## config.mk

```make
export PLATFORM = sky130hd
export DESIGN_NAME = rt_score_ctrl
export DESIGN_NICKNAME = d
export VERILOG_FILES = /design/src/rtl/rt_score_ctrl_pkg.sv /design/src/rtl/rt_score_ctrl_addsub.sv /design/src/rtl/rt_score_ctrl.sv
export SDC_FILE = /design/constraint.sdc
export NUM_CORES = 1
export LEC_CHECK = 0
export ABC_AREA = 1
export BUFFER_PORTS_ARGS = -buffer_cell sky130_fd_sc_hd__clkbuf_2
export CORE_MARGIN = 2
export CORE_UTILIZATION = 55
export CTS_CLUSTER_DIAMETER = 40
export DETAILED_ROUTE_END_ITERATION = 10
export PLACE_DENSITY = 0.88
export SYNTH_ARGS = -nofsm -noshare
export SYNTH_HDL_FRONTEND = slang
export SYNTH_SLANG_ARGS = --single-unit
export TNS_END_PERCENT = 20
```

## constraint.sdc

```tcl
create_clock -name clk -period 5.5 [get_ports clk]
set_clock_uncertainty 0.05 [all_clocks]
set_input_delay 0.55 -clock clk [delete_from_list [all_inputs] [get_ports clk]]
set_output_delay 0.55 -clock clk [all_outputs]
set_load 0.1 [all_outputs]
```

## src/rtl/rt_score_ctrl_pkg.sv

```systemverilog
// Shared constants, FSM encodings and adder flag helpers for the reaction-time score controller.
`ifndef RT_SCORE_CTRL_DEFS_SV
`define RT_SCORE_CTRL_DEFS_SV
`define RT_W         13
`define RT_BEST_INIT 13'h1FFF
`define RT_SAT_MAX   13'h1FFF
`define RT_ST_IDLE   3'd0
`define RT_ST_SUB    3'd1
`define RT_ST_CMP    3'd2
`define RT_ST_ACC    3'd3
`define RT_ST_FIN    3'd4
`endif

package rt_score_ctrl_pkg;

  localparam int W = `RT_W;
  localparam logic [W-1:0] BEST_INIT = `RT_BEST_INIT;
  localparam logic [W-1:0] SAT_MAX   = `RT_SAT_MAX;

  typedef enum logic [2:0] {
    ST_IDLE = `RT_ST_IDLE,
    ST_SUB  = `RT_ST_SUB,
    ST_CMP  = `RT_ST_CMP,
    ST_ACC  = `RT_ST_ACC,
    ST_FIN  = `RT_ST_FIN
  } state_t;

  // Unsigned borrow of X - Y recovered from the operand and result MSBs.
  function automatic logic sub_borrow(input logic x_msb, input logic y_msb, input logic s_msb);
    return (~x_msb & y_msb) | (~(x_msb ^ y_msb) & s_msb);
  endfunction

  // Unsigned carry of X + Y recovered from the operand and result MSBs.
  function automatic logic add_carry(input logic x_msb, input logic y_msb, input logic s_msb);
    return (x_msb & y_msb) | ((x_msb ^ y_msb) & ~s_msb);
  endfunction

endpackage

```

## src/rtl/rt_score_ctrl_addsub.sv

```systemverilog
// Single 13-bit add/subtract unit shared by every arithmetic step of the controller.
module full_add_subtract13bit
  import rt_score_ctrl_pkg::*;
(
  input  logic [W-1:0] i_x,
  input  logic [W-1:0] i_y,
  input  logic         i_add_sub,   // 0 = X + Y, 1 = X - Y
  output logic [W-1:0] o_s
);

  logic [W-1:0] w_y_eff;
  logic [W-1:0] w_cin;

  // Subtraction is X + ~Y + 1, so one carry chain serves both modes.
  assign w_y_eff = i_y ^ {W{i_add_sub}};
  assign w_cin   = {{(W-1){1'b0}}, i_add_sub};
  assign o_s     = i_x + w_y_eff + w_cin;

endmodule

```

## src/rtl/rt_score_ctrl.sv

```systemverilog
// Reaction-time scoring controller: per round computes elapsed time, tracks the best
// (minimum) time and a saturating total, and counts rounds until the game is over.
module rt_score_ctrl
  import rt_score_ctrl_pkg::*;
#(
  parameter int MAX_ROUNDS = 10
) (
  input  logic         clk,
  input  logic         reset_n,
  input  logic         clr,
  input  logic         req_valid,
  output logic         req_ready,
  input  logic [W-1:0] t_start,
  input  logic [W-1:0] t_stop,
  output logic [W-1:0] elapsed,
  output logic [W-1:0] best,
  output logic [W-1:0] total,
  output logic [3:0]   rounds,
  output logic         res_valid,
  output logic         sat,
  output logic         done
);

  localparam logic [W-1:0] MAX_W = W'(MAX_ROUNDS);

  state_t       r_state;
  state_t       w_state_next;
  logic [W-1:0] r_t_start;
  logic [W-1:0] r_t_stop;
  logic [W-1:0] r_elapsed;
  logic [W-1:0] r_best;
  logic [W-1:0] r_total;
  logic [3:0]   r_rounds;
  logic         r_res_valid;
  logic         r_sat;
  logic         r_done;

  logic [W-1:0] w_x;
  logic [W-1:0] w_y;
  logic         w_add_sub;
  logic [W-1:0] w_s;
  logic         w_accept;
  logic         w_borrow;
  logic         w_carry;

  assign req_ready = (r_state == ST_IDLE) && !r_done && !clr;
  assign w_accept  = req_valid && req_ready;

  full_add_subtract13bit u_addsub (
    .i_x       (w_x),
    .i_y       (w_y),
    .i_add_sub (w_add_sub),
    .o_s       (w_s)
  );

  assign w_borrow = sub_borrow(w_x[W-1], w_y[W-1], w_s[W-1]);
  assign w_carry  = add_carry(w_x[W-1], w_y[W-1], w_s[W-1]);

  // State register; reset and clear both abort any round in flight.
  always_ff @(posedge clk) begin
    if (!reset_n || clr) begin
      r_state <= ST_IDLE;
    end else begin
      r_state <= w_state_next;
    end
  end

  // Next-state logic plus operand/mode steering of the shared adder (idle: add 0 + 0).
  always_comb begin
    w_state_next = r_state;
    w_x          = '0;
    w_y          = '0;
    w_add_sub    = 1'b0;
    unique case (r_state)
      ST_IDLE: begin
        if (w_accept) begin
          w_state_next = ST_SUB;
        end
      end
      ST_SUB: begin
        w_x          = r_t_stop;
        w_y          = r_t_start;
        w_add_sub    = 1'b1;
        w_state_next = ST_CMP;
      end
      ST_CMP: begin
        w_x          = r_best;
        w_y          = r_elapsed;
        w_add_sub    = 1'b1;
        w_state_next = ST_ACC;
      end
      ST_ACC: begin
        w_x          = r_total;
        w_y          = r_elapsed;
        w_state_next = ST_FIN;
      end
      ST_FIN: begin
        w_x          = {{(W-4){1'b0}}, r_rounds};
        w_y          = {{(W-1){1'b0}}, 1'b1};
        w_state_next = ST_IDLE;
      end
      default: begin
        w_state_next = ST_IDLE;
      end
    endcase
  end

  // Datapath registers, each updated in its own FSM step from the shared adder result.
  always_ff @(posedge clk) begin
    if (!reset_n || clr) begin
      r_t_start   <= '0;
      r_t_stop    <= '0;
      r_elapsed   <= '0;
      r_best      <= BEST_INIT;
      r_total     <= '0;
      r_rounds    <= '0;
      r_res_valid <= 1'b0;
      r_sat       <= 1'b0;
      r_done      <= 1'b0;
    end else begin
      r_res_valid <= 1'b0;
      if (w_accept) begin
        r_t_start <= t_start;
        r_t_stop  <= t_stop;
      end
      case (r_state)
        ST_SUB: begin
          // Modulo-2^13 difference makes a wrapped timer stamp come out right.
          r_elapsed <= w_s;
        end
        ST_CMP: begin
          // best > elapsed exactly when best - elapsed neither borrows nor is zero.
          if (!w_borrow && (w_s != '0)) begin
            r_best <= r_elapsed;
          end
        end
        ST_ACC: begin
          if (w_carry) begin
            r_total <= SAT_MAX;
            r_sat   <= 1'b1;
          end else begin
            r_total <= w_s;
          end
        end
        ST_FIN: begin
          r_rounds    <= w_s[3:0];
          r_res_valid <= 1'b1;
          r_done      <= (w_s == MAX_W);
        end
        default: begin
        end
      endcase
    end
  end

  assign elapsed   = r_elapsed;
  assign best      = r_best;
  assign total     = r_total;
  assign rounds    = r_rounds;
  assign res_valid = r_res_valid;
  assign sat       = r_sat;
  assign done      = r_done;

endmodule

```

---- Word level (Yosys, flattened, before mapping) ----
Cells that the tools add are included.
word-level totals
  flip-flop bits (word level) ............. 75
  input bits .............................. 30
  output and inout bits ................... 47
  word-level logic and storage cells ...... 51
cells by class
  add/sub/neg operators ................... 2
  eq/ne operators ......................... 6
  muxes and demuxes ....................... 7
  bitwise gates (word level) .............. 11
  reduce and logical (&&, ||, !) cells .... 15
operator list
  operator                                         count
  case mux 13 bit (4 select lines)                 1
  case mux 13 bit (3 select lines)                 1
  adder 13 x 1 -> 13 bit                           1
  adder 13 bit                                     1
  == test 13 x 4 -> 1 bit (second input constant)  1
  two-way mux 13 bit                               1
  nonzero test 13 bit                              1
  XOR 13 bit                                       1
  case mux 3 bit (4 select lines)                  1
  == test 3 x 2 -> 1 bit (second input constant)   2
  AND 1 bit                                        4
  logical AND 1 bit                                4
  zero test 1 bit                                  4
  AND reduction 2 bit                              2
  OR reduction 2 bit                               2
  == test 3 x 1 -> 1 bit (second input constant)   1
  == test 3 bit (second input constant)            1
  zero test 3 bit                                  1
  two-way mux 3 bit                                1
  inverter 1 bit                                   3
  two-way mux 1 bit                                2
  inequality test 2 bit (second input constant)    1
  OR 1 bit                                         2
  logical OR 1 bit                                 1
  XOR 1 bit                                        1

---- Depth between registers and ports, before layout ----
Gate-level depths: netlist of the first run.
  word-level depth ........................ 11
  mapped depth ............................ 24
  gate-level depth less buffers ........... 22

---- Modules after synthesis ----
A second synthesis of the first run with hierarchy kept.
second synthesis, totals
  cell total of the unflattened synthesis .. 644
  area, all modules ....................... 4225.3 µm²
by module, submodules not included
  module                  times used  cells an instance  area an instance (µm²)  sequential area each (µm²)
  rt_score_ctrl           1           471                3304.4                  1501.4
  full_add_subtract13bit  1           173                920.9                   0.0

---- Worst setup path after synthesis of the first run ----
OpenSTA, ideal clock, no wires.
  kind .................................... reg-to-reg
  start ................................... register r_done (netlist: done)
  end ..................................... register r_t_start[10]
  setup time .............................. 0.065 ns
  arrival ................................. 4.755 ns
  required time ........................... 5.385 ns
  setup slack ............................. 0.630 ns
  stages on the path, launching flop included .. 7
  path buffers ............................ 1
  period minus slack after synthesis ...... 4.870 ns
  cell sequence ........................... dfxtp_1 > nor4_1 > nand2_1 > inv_1 > buf_1 > nor2_1 > nor2_1
on the way
  longest elaborated chain between the ends .. 4
ends and longest elaborated chain
  what                             RTL line              RTL
  from (decl)                      rt_score_ctrl.sv:36   logic r_done;
  from (signal assigned)           rt_score_ctrl.sv:148  r_done <= (w_s == MAX_W);
  zero test 1 bit                  rt_score_ctrl.sv:46   assign req_ready = (r_state == ST_IDLE) && !r_done && !clr;
  logical AND 1 bit (2 in series)  rt_score_ctrl.sv:46
  net req_ready                    rt_score_ctrl.sv:12   output logic req_ready,
  logical AND 1 bit                rt_score_ctrl.sv:47   assign w_accept = req_valid && req_ready;
  to (signal assigned)             rt_score_ctrl.sv:123  r_t_start <= t_start;
  to (decl)                        rt_score_ctrl.sv:28   logic [W-1:0] r_t_start;
The timed path passes the listed nets, and every way through them passes these cells.
A chain may end at the register's enable or synchronous reset.

---- Worst setup path in the final report of the first run ----
  start ................................... register r_state[1]
  end ..................................... register r_best[2] (netlist: best[2])
on the way
  longest elaborated chain between the ends .. 11
  elaborated cells on any way between the ends .. 22
  those cells by class .................... add/sub: 2; eq/ne: 4; mux: 3; bitwise: 7; reduce/logical: 6
ends and longest elaborated chain
  what                                                                   RTL line                    RTL
  from (decl)                                                            rt_score_ctrl.sv:26         state_t r_state;
  from (signal assigned)                                                 rt_score_ctrl.sv:64         r_state <= w_state_next;
  == test 3 x 2 -> 1 bit (tied with other cells)                         rt_score_ctrl.sv:74         unique case (r_state)
  OR reduction 2 bit (no source line)                                    --
  case mux 13 bit (3 select lines) or two-way mux 1 bit (tied branches)  rt_score_ctrl.sv:74
  XOR 13 bit                                                             rt_score_ctrl_addsub.sv:15  assign w_y_eff = i_y ^ {W{i_add_sub}};
  adder 13 bit                                                           rt_score_ctrl_addsub.sv:17  assign o_s = i_x + w_y_eff + w_cin;
  adder 13 x 1 -> 13 bit                                                 rt_score_ctrl_addsub.sv:17
  AND 1 bit                                                              rt_score_ctrl_pkg.sv:30     return (~x_msb & y_msb) | (~(x_msb ^ y_msb) & s_msb);
  OR 1 bit                                                               rt_score_ctrl_pkg.sv:30
  zero test 1 bit                                                        rt_score_ctrl.sv:133        if (!w_borrow && (w_s != '0)) begin
  logical AND 1 bit                                                      rt_score_ctrl.sv:133
  AND reduction 2 bit (no source line) (*)                               --
  to (signal assigned)                                                   rt_score_ctrl.sv:134        r_best <= r_elapsed;
  to (decl)                                                              rt_score_ctrl.sv:31         logic [W-1:0] r_best;
Every way passes the cells marked *; elsewhere a longest branch is shown, timed or not.

==> results of run 1 <==
## layout by cell type, fill, tap and decap left out, types with 2 or more instances in the layout
cell / n
sky130_fd_sc_hd__nand2_1: 121
sky130_fd_sc_hd__clkbuf_2: 76
sky130_fd_sc_hd__dfxtp_1: 75
sky130_fd_sc_hd__nor2_1: 68
sky130_fd_sc_hd__nand3_1: 57
sky130_fd_sc_hd__inv_1: 54
sky130_fd_sc_hd__o21ai_0: 43
sky130_fd_sc_hd__a21oi_1: 19
sky130_fd_sc_hd__o211ai_1: 16
sky130_fd_sc_hd__xor2_1: 13
sky130_fd_sc_hd__ha_1: 13
sky130_fd_sc_hd__a22oi_1: 10
sky130_fd_sc_hd__inv_2: 9
sky130_fd_sc_hd__clkbuf_8: 9
sky130_fd_sc_hd__nand4_1: 7
sky130_fd_sc_hd__nand2_2: 6
sky130_fd_sc_hd__a31oi_1: 6
sky130_fd_sc_hd__nand3_2: 4
sky130_fd_sc_hd__o21bai_1: 4
sky130_fd_sc_hd__nor3_1: 4
sky130_fd_sc_hd__buf_4: 4
sky130_fd_sc_hd__a21o_1: 3
sky130_fd_sc_hd__o31ai_1: 3
sky130_fd_sc_hd__nor2_2: 2
sky130_fd_sc_hd__and2_1: 2
sky130_fd_sc_hd__inv_6: 2
sky130_fd_sc_hd__clkinvlp_4: 2
## layer usage
layer,track usage [%],up-vias,wire (um)
met5,0,-,0
met4,12.62,0,255
met3,5.263,26,1107
met2,43.57,227,5125
met1,42.28,1919,5009
li1,-,2032,-
## synth_stat cells
cell type,number
sky130_fd_sc_hd__a21oi_1,19
sky130_fd_sc_hd__o21bai_1,4
sky130_fd_sc_hd__a22oi_1,10
sky130_fd_sc_hd__nand2_1,121
sky130_fd_sc_hd__nand2_2,6
sky130_fd_sc_hd__fa_1,1
sky130_fd_sc_hd__o2111ai_1,1
sky130_fd_sc_hd__nand3_1,57
sky130_fd_sc_hd__inv_1,54
sky130_fd_sc_hd__nor2_2,2
sky130_fd_sc_hd__buf_4,1
sky130_fd_sc_hd__nand3_2,4
sky130_fd_sc_hd__nor2_1,68
sky130_fd_sc_hd__buf_2,1
sky130_fd_sc_hd__a31oi_1,6
sky130_fd_sc_hd__nor3_1,4
sky130_fd_sc_hd__xnor2_2,1
sky130_fd_sc_hd__dfxtp_1,75
sky130_fd_sc_hd__xnor2_1,1
sky130_fd_sc_hd__a211oi_1,1
sky130_fd_sc_hd__clkbuf_1,22
sky130_fd_sc_hd__o21bai_4,1
sky130_fd_sc_hd__buf_6,1
sky130_fd_sc_hd__clkinv_1,1
sky130_fd_sc_hd__o21ai_0,43
sky130_fd_sc_hd__o211ai_1,16
sky130_fd_sc_hd__and2_1,2
sky130_fd_sc_hd__a21oi_2,1
sky130_fd_sc_hd__a21o_1,3
sky130_fd_sc_hd__nor4_1,1
sky130_fd_sc_hd__o21ai_2,1
sky130_fd_sc_hd__o31ai_1,3
sky130_fd_sc_hd__inv_2,9
sky130_fd_sc_hd__nand4_1,7
sky130_fd_sc_hd__o21ai_1,1
sky130_fd_sc_hd__xor2_1,13
sky130_fd_sc_hd__buf_1,3
sky130_fd_sc_hd__ha_1,13
## critical path: stages, from the launching register on
cell and delay, ns:
sky130_fd_sc_hd__dfxtp_1 0.47, sky130_fd_sc_hd__inv_2 0.10, sky130_fd_sc_hd__nor2_2 0.42, sky130_fd_sc_hd__nand2_1 0.38, sky130_fd_sc_hd__inv_1 0.53, sky130_fd_sc_hd__buf_4 0.28
sky130_fd_sc_hd__nand2_1 0.08, sky130_fd_sc_hd__nand3_1 0.07, sky130_fd_sc_hd__ha_1 0.28, sky130_fd_sc_hd__nand2_1 0.12, sky130_fd_sc_hd__inv_1 0.07, sky130_fd_sc_hd__a21oi_1 0.25
sky130_fd_sc_hd__o21ai_0 0.14, sky130_fd_sc_hd__nor2_1 0.18, sky130_fd_sc_hd__nand2_1 0.10, sky130_fd_sc_hd__nand2_1 0.09, sky130_fd_sc_hd__nand4_1 0.12, sky130_fd_sc_hd__nor2_1 0.15
sky130_fd_sc_hd__nand2_1 0.29, sky130_fd_sc_hd__nand3_1 0.18, sky130_fd_sc_hd__nand3_1 0.09
## cell type report
cell class,instances,area share (%)
well taps,99,2.670
clock inverters,6,1.537
clock buffers,10,2.751
inverters,64,5.178
multi-input cells,411,46.66
repair buffers,80,8.846
flip-flops and latches,75,32.36
## path summary, 6_finish.rpt
path                             startpoint                        end  cells past startpoint
setup / recovery    r_state[1]$_SDFFE_PP0P_       best[2]$_SDFFE_PP1P_                     20
hold / removal                    t_stop[9]   r_t_stop[9]$_SDFFE_PP0P_                      3
setup reg to reg    r_state[1]$_SDFFE_PP0P_       best[2]$_SDFFE_PP1P_                     20
hold reg to reg   r_t_start[2]$_SDFFE_PP0P_  r_t_start[2]$_SDFFE_PP0P_                      2
## cells by family after synthesis
| logic type | count (synthesis) | synth area share [%] |
|---|---|---|
| simple gates | 272 | 29.01 |
| compound gates | 110 | 16.79 |
| buf+inv | 92 | 8.893 |
| flops | 75 | 37.31 |
| xor+xnor | 15 | 3.452 |
| fa+ha+maj | 14 | 4.540 |
## metrics by stage
stage | hold WS (ns) | setup slack, ns | total power [uW] | area (um2)
floorplan | 0.3799 | 0.6300 | 676.3 | 4024
global route | 0.3964 | 0.4861 | 1183 | 4639
finish | 0.3787 | 0.9265 | 1141 | 4639
CTS | 0.3691 | 1.070 | 1142 | 4639
detailed placement | 0.4234 | 1.085 | 711.1 | 4441
global placement | 0.4162 | 1.257 | 709.0 | 4441
## power by group
group          total, uW  switching [uW]  internal (uW)
clock network        440             226            214
registers            559            7.04            552
logic                143             103           39.5
## flip-flops by register name, indices dropped and copies added, names as in the netlist
| signal | flops |
|---|---|
| r_t_stop | 13 |
| rounds | 4 |
| best | 13 |
| res_valid | 1 |
| elapsed | 13 |
| done | 1 |
| r_state | 3 |
| r_t_start | 13 |
| sat | 1 |
| total | 13 |
==> results.md, run 1 <==
- The run finished with clean final reports.
- The longest clock path from root to sink contains 2 buffers.
- The placeable core area is 7176 um2.
- The total half-perimeter wirelength after legalization and detailed placement is 8843 um.
- The first detailed-routing pass ran for 5 iterations.
- Sorting the synthesized cells by area gives the leading types as sky130_fd_sc_hd__dfxtp_1 37%, sky130_fd_sc_hd__nand2_1 11%, sky130_fd_sc_hd__nand3_1 7.1%, sky130_fd_sc_hd__nor2_1 6.3%, sky130_fd_sc_hd__o21ai_0 5.3%.
- The die covers 8017 um2.
- The number of global-route vias before repair was 3589.
- The post-route fraction of the period consumed by the critical path is 83.16%.
- Setup slack on the worst reg-to-reg path comes out at 0.93 ns.
- The initial antenna violation count is 0.
- Summed over all layers, the global routing overflow is 0.
- Measured against its own limit, the worst slew margin works out to 56.88%.
- The final core utilization is 64.66%.
- Setup repair after global routing left no endpoint under its margin.
- Yosys printed 0 warnings.
- The worst setup path is launched from a flip-flop.
- The buffer cell driving the clock tree root is sky130_fd_sc_hd__clkbuf_8.
- The floorplan has 31 rows.
- The clock-pin transition on the worst setup and hold timing paths is 0.09 ns.
- The final RePlAce weighted congestion is 0.9719.
- Across the run, the number of max-cap violations was 0.
- The number of placed I/O pins is 77.
- The count of port buffers added during placement is 76.
- The share of cells above drive strength 1 is 18.58%.
- The die extent in x is 89.54 um.
- For this run, the top clock speed supported by timing is 0.2186 GHz.
- In this run the power density over the cells is 245.9 nW/um2.
- The initial utilization of the core area, before any placement, comes to 56.08%.
- Post-CTS timing repair inserted 0 buffers for setup.
- The sequential fraction of the synthesis area is 37.31%.
- The layout filler cell count is 654.
- The DRC violation total after the first TritonRoute iteration is 325.
- Compared with the post-synthesis result, the final layout area differs by 15.30%.
- The fraction of synthesized cell area taken by the top area cell type is 37.31%.
- The instance count after placement with tap cells included is 729.
- The unique cell type count in the Yosys netlist is 38.
- The post-detailed-route wirelength per cell is 15.43 um.
- The per-instance average area after synthesis is 6.962 um2.
- 0 antenna diodes ended up in the layout.
- The latest clock arrival within the worst-skew pair is 0.37 ns.
- The min-delay analysis places its worst path in the category primary input to flip-flop.
- The number of clock sinks is 75.
- The total vias in the final route is 4204.
- The number of nets in the final layout is 685.
- Counting the buffers created by CTS gives 9.
- Along the worst path, the maximum fanout reaches 18.
- The global routing usage summed across all routing layers is 29.53%.
- The finished layout holds 745 standard cells, fillers aside.
- By startpoint and endpoint, the worst setup path is classified as flip-flop to flip-flop.
- Entering global routing, the biggest net connects 63 pins.
- The total wire length after detailed routing is 11500 um.
- The final routed DRC violation total is 0.
- The critical path endpoint category is a flip-flop.
- For the pin with the worst max-slew slack, the measured transition is 0.6460 ns.
- Summed over all failing endpoints, the final setup total negative slack is 0 ns.
- The final number of max-transition violations was 0.
- Using the TritonRoute via totals, the vias-per-cell ratio works out to 5.643.
- The TritonCTS clock tree is built.
- For this design, the CTS-stage hold fixing added 0 buffers.
- The maximum vdd ir drop is 0.1504 mV.
- The first global-routing pass estimated 17890 um of wire.
- The level count of the clock H-tree is 3.
- The number of nets produced by synthesis is 622.
- The area of the multi-input gates is 2165 um2.
- The critical path data required time is 5.69 ns.
- The number of hold violations in the final report was 0.
- The post-synthesis cell type with the largest combined area is sky130_fd_sc_hd__dfxtp_1.
- The area of the mapped netlist is 4024 um2.
- Counting flops and latches in the post-synthesis netlist gives 75.
- The die span in y is 89.54 um.
- The static power due to leakage is 0.002310 uW.
- The number of gates given a new drive strength after cts is 0.
- The time the worst path needs with I/O delays and setup is 4.574 ns.
- STA puts the critical path data arrival time at 4.76 ns.
- The synthesized instance count is 578.
- Setup violations remaining at the end of the flow were counted as 0.
- The sequential cells in the finished layout cover a total of 1501 um2.
- The count of nets left with antenna violations once routing finished came out at 0.
Power figures use the tool's default switching activity.
==> run 2, diff against run 1 <==
--- a/config.mk
+++ b/config.mk
@@ -5,7 +5,7 @@
 export SDC_FILE = /design/constraint.sdc
 export NUM_CORES = 1
 export LEC_CHECK = 0
-export ABC_AREA = 1
+export ABC_AREA = 0
 export BUFFER_PORTS_ARGS = -buffer_cell sky130_fd_sc_hd__clkbuf_2
 export CORE_MARGIN = 2
 export CORE_UTILIZATION = 55
==> constraint.sdc (replaced) <==
create_clock -name clk -period 4.7 [get_ports clk]
set_clock_uncertainty 0.05 [all_clocks]
set_input_delay 0.47 -clock clk [delete_from_list [all_inputs] [get_ports clk]]
set_output_delay 0.47 -clock clk [all_outputs]
set_load 0.1 [all_outputs]
==> results.md, run 2 <==
- Result of the run: finished, final reports clean (unchanged).
- The net switching power was 353.9 uW (was 336.3 uW).
- The highest clock frequency the design can meet came to 0.2321 GHz (was 0.2186 GHz).
- The synthesized instance count came to 551 (was 578).
- The number of global-route vias before repair came to 3744 (was 3589).
- The number of nets produced by synthesis was 595 (was 622).
- The total negative slack is 0 ns (unchanged).
- The latest clock arrival within the worst-skew pair is 0.36 ns (was 0.37 ns).
- Cell types occupying the most area after synthesis: sky130_fd_sc_hd__dfxtp_1 35%, sky130_fd_sc_hd__a21oi_1 8.7%, sky130_fd_sc_hd__nand2_1 7.9%, sky130_fd_sc_hd__nor2_1 4.9%, sky130_fd_sc_hd__xnor2_1 4.1% (was sky130_fd_sc_hd__dfxtp_1 37%, sky130_fd_sc_hd__nand2_1 11%, sky130_fd_sc_hd__nand3_1 7.1%, sky130_fd_sc_hd__nor2_1 6.3%, sky130_fd_sc_hd__o21ai_0 5.3%).
- The flip-flop and latch area came to 1503 um2 (was 1501 um2).
- The final routed DRC violation total is 0 (unchanged).
- The clock-pin transition on the worst setup and hold timing paths is 0.08 ns (was 0.09 ns).
- The layout filler cell count is 702 (was 654).
- The remaining global-route overflow came to 0 (unchanged).
- The time the worst path needs with I/O delays and setup is 4.309 ns (was 4.574 ns).
- The largest buffer count on any clock path came to 2 (unchanged).
- The die extent in x is 91.99 um (was 89.54 um).
- The unique cell type count in the Yosys netlist is 58 (was 38).
- The synthesis-to-layout area growth is 15.75% (was 15.30%).
- The depth of the worst register-to-register path was 13 (was 20).
- The post-detailed-route wirelength per cell is 16.49 um (was 15.43 um).
- The number of hold violations in the final report came to 0 (unchanged).
- The critical path data required time is 4.90 ns (was 5.69 ns).
- The post-synthesis cell type with the largest combined area is sky130_fd_sc_hd__dfxtp_1 (unchanged).
- The relative contribution of combinational cells to total power was 10.6% (was 12.5%).
- The most common cell after layout, fill and taps aside is sky130_fd_sc_hd__nand2_1 (unchanged).
- The fraction of synthesized cell area taken by the top area cell type is 35.26% (was 37.31%).
- The wire length of the first global-routing pass is 19120 um (was 17890 um).
- The final RePlAce weighted congestion came to 0.9220 (was 0.9719).
- The transition time at the pin with the least slew margin came to 0.8056 ns (was 0.6460 ns).
- The share of cells above drive strength 1 is 18.79% (was 18.58%).
- The placeable core area is 7607 um2 (was 7176 um2).
- The sequential fraction of the synthesis area is 35.26% (was 37.31%).
- The total half-perimeter wirelength after legalization and detailed placement came to 8751 um (was 8843 um).
- The per-instance average area after synthesis is 7.727 um2 (was 6.962 um2).
- The overall die area came to 8461 um2 (was 8017 um2).
- The CTS buffer count is 9 (unchanged).
- The number of cells on the worst hold path came to 3 (unchanged).
- The number of placement rows came to 32 (was 31).
- The critical path endpoint category is a flip-flop (unchanged).
- Top post-synthesis cells by count: 90 x sky130_fd_sc_hd__nand2_1, 75 x sky130_fd_sc_hd__dfxtp_1, 74 x sky130_fd_sc_hd__a21oi_1 (was 121 x sky130_fd_sc_hd__nand2_1, 75 x sky130_fd_sc_hd__dfxtp_1, 68 x sky130_fd_sc_hd__nor2_1).
- The total wire length after detailed routing came to 11770 um (was 11500 um).
- The global routing usage summed across all routing layers is 28.39% (was 29.53%).
- The area of the mapped netlist was 4258 um2 (was 4024 um2).
- The total of warnings raised by yosys is 0 (unchanged).
- The startpoint-to-endpoint class of the critical path is flip-flop to flip-flop (unchanged).
- The worst endpoint data arrival time came to 4.51 ns (was 4.76 ns).
- The type of the most critical hold path is primary input to flip-flop (unchanged).
- The total setup violations reported at the end of the flow was 0 (unchanged).
- The number of gates given a new drive strength after cts is 0 (unchanged).
- The leading register cell type out of synthesis is sky130_fd_sc_hd__dfxtp_1 (unchanged).
- The number of nets in the final layout came to 651 (was 685).
- The buffer cell driving the clock tree root is sky130_fd_sc_hd__clkbuf_8 (unchanged).
- The final number of max-transition violations is 0 (unchanged).
- The starting density of the core is 55.97% (was 56.08%).
- The DRC violation total after the first TritonRoute iteration came to 274 (was 325).
- The number of hold buffers added after cts is 0 (unchanged).
- The count of port buffers added during placement was 76 (unchanged).
- The relative max-transition margin was 46.16% (was 56.88%).
- The number of flip-flops and latches in the synthesized netlist is 75 (unchanged).
- The async set-or-reset flop fraction in the synthesized netlist is 0% (unchanged).
- The die span in y is 91.99 um (was 89.54 um).
- The remaining antenna violation count is 0 (unchanged).
- The number of inserted diodes came to 0 (unchanged).
- The level count of the clock H-tree is 3 (unchanged).
- The count of maximum capacitance violations was 0 (unchanged).
- The total cell area at the placement stage was 4677 um2 (was 4441 um2).
- The detailed-route vias per instance was 5.885 (was 5.643).
- The largest net degree at the start of global routing is 65 (was 63).
- The TritonCTS clock tree is built (unchanged).
- The net switching share of the total power is 25.05% (was 29.47%).
- The cell area after layout is 4928 um2 (was 4639 um2).
- The critical path startpoint category is a flip-flop (unchanged).
- The portion of total power attributed to sequential cells was 45.9% (was 49.0%).
- The number of placed I/O pins was 77 (unchanged).
- The total vias in the final route was 4202 (was 4204).
- RSZ-0062 raised after global routing: false (unchanged).
- The area of the multi-input gates is 2552 um2 (was 2165 um2).
- Highest-count cells in the layout ignoring fill and taps: 90 x sky130_fd_sc_hd__nand2_1, 76 x sky130_fd_sc_hd__clkbuf_2, 74 x sky130_fd_sc_hd__a21oi_1, 74 x sky130_fd_sc_hd__dfxtp_1, 56 x sky130_fd_sc_hd__nor2_1 (was 121 x sky130_fd_sc_hd__nand2_1, 76 x sky130_fd_sc_hd__clkbuf_2, 75 x sky130_fd_sc_hd__dfxtp_1).
- The initial antenna violation count came to 0 (unchanged).
- The power per cell area is 286.6 nW/um2 (was 245.9 nW/um2).
- The number of clock sinks was 75 (unchanged).
- The number of buffers added for setup after CTS is 0 (unchanged).
- The internal power contribution is 1059 uW (was 804.8 uW).
- The first-pass detailed-route iteration total is 4 (was 5).
- The number of flops mapped to enable cells by yosys is 0 (unchanged).
- The worst hold slack was 0.2775 ns (was 0.3787 ns).
- The maximum net fanout on the critical path is 14 (was 18).
- The most frequent cell after synthesis is sky130_fd_sc_hd__nand2_1 (unchanged).
- The clock share of power was 43.5% (was 38.5%).
- The static power due to leakage came to 0.001985 uW (was 0.002310 uW).
- The post-route fraction of the period consumed by the critical path is 91.67% (was 83.16%).
- The maximum vdd ir drop is 0.1692 mV (was 0.1504 mV).
run 2: cell count changes in the layout (fill, tap and decap cells not counted), sizes merged, moves of 15 or more:
cell / previous run / this run
a21oi: 20 / 74
a221o: 0 / 15
and2: 2 / 17
inv: 65 / 10
nand2: 127 / 90
nand3: 61 / 9
o21ai: 45 / 20
xnor2: 2 / 20
run 2: path summary, 6_finish.rpt:
kind | start | to | slack (ns)
hold reg to reg | r_t_start[5]$_SDFFE_PP0P_ | r_t_start[5]$_SDFFE_PP0P_ | 0.41
hold / removal | t_stop[12] | r_t_stop[12]$_SDFFE_PP0P_ | 0.28
setup / recovery | r_state[1]$_SDFFE_PP0P_ | best[9]$_SDFFE_PP1P_ | 0.39
setup reg to reg | r_state[1]$_SDFFE_PP0P_ | best[9]$_SDFFE_PP1P_ | 0.39
run 2: kinds of logic (layout without fill, tap and decap cells):
family	after synthesis	in the layout	share of synthesized area [%]
AND/OR/NAND/NOR	222	222	24.57
AO/OA/AOI/OAI	151	151	22.51
flip-flops	75	75	35.26
buffers and inverters	51	112	5.054
XOR/XNOR	25	25	5.143
adder cells (fa/ha/maj)	14	14	4.290
multiplexers	13	13	3.174
run 2: power groups by stage:
stage               sequential, uW  clock [uW]  combinational, uW
finish                         648         615                149
CTS                            648         616                148
floorplan                      669           0                106
detailed placement             663           0                147
global route                   649         652                163
global placement               662           0                145
run 2: metrics by stage:
stage | util, % | setup WS [ns] | std cells | total power [uW]
after floorplan | - | 0.4376 | 551 | 774.4
after global placement | 61.48 | 0.6427 | 698 | 807.3
after detailed placement | 61.48 | 0.3454 | 698 | 809.6
after CTS | 64.75 | 0.3389 | 714 | 1412
after global routing | 64.79 | 0.1045 | 714 | 1464
final | 64.79 | 0.3914 | 714 | 1413
run 2: area by class of cell:
| cell class | instances | area share, % |
|---|---|---|
| Clock buffer | 10 | 2.793 |
| Clock inverter | 6 | 2.259 |
| Timing Repair Buffer | 87 | 9.393 |
| Sequential cell | 75 | 30.49 |
| Tap cell | 102 | 2.589 |
| Multi-Input combinational cell | 425 | 51.79 |
| Inverter | 9 | 0.6855 |
run 2: metal layers:
layer  up-vias  GRT usage [%]  wire [um]
met5         -              0          0
met4         0          8.209        158
met3        14          4.026        679
met2       162          43.81       5385
met1      1980          41.29       5548
li1       2046              -          -
run 2: worst max-delay path, cell delays in order (launching register included):
cell	delay [ns]
sky130_fd_sc_hd__dfxtp_1	0.65
sky130_fd_sc_hd__nor3b_4	0.13
sky130_fd_sc_hd__a22oi_1	0.37
sky130_fd_sc_hd__nand3_1	0.24
sky130_fd_sc_hd__nor3b_1	0.22
sky130_fd_sc_hd__fa_1	0.41
sky130_fd_sc_hd__a21o_1	0.21
sky130_fd_sc_hd__a221o_1	0.37
sky130_fd_sc_hd__a22oi_2	0.19
sky130_fd_sc_hd__xnor2_1	0.18
sky130_fd_sc_hd__nor4_1	0.29
sky130_fd_sc_hd__nand4_1	0.20
sky130_fd_sc_hd__or2_4	0.35
sky130_fd_sc_hd__a221o_1	0.35
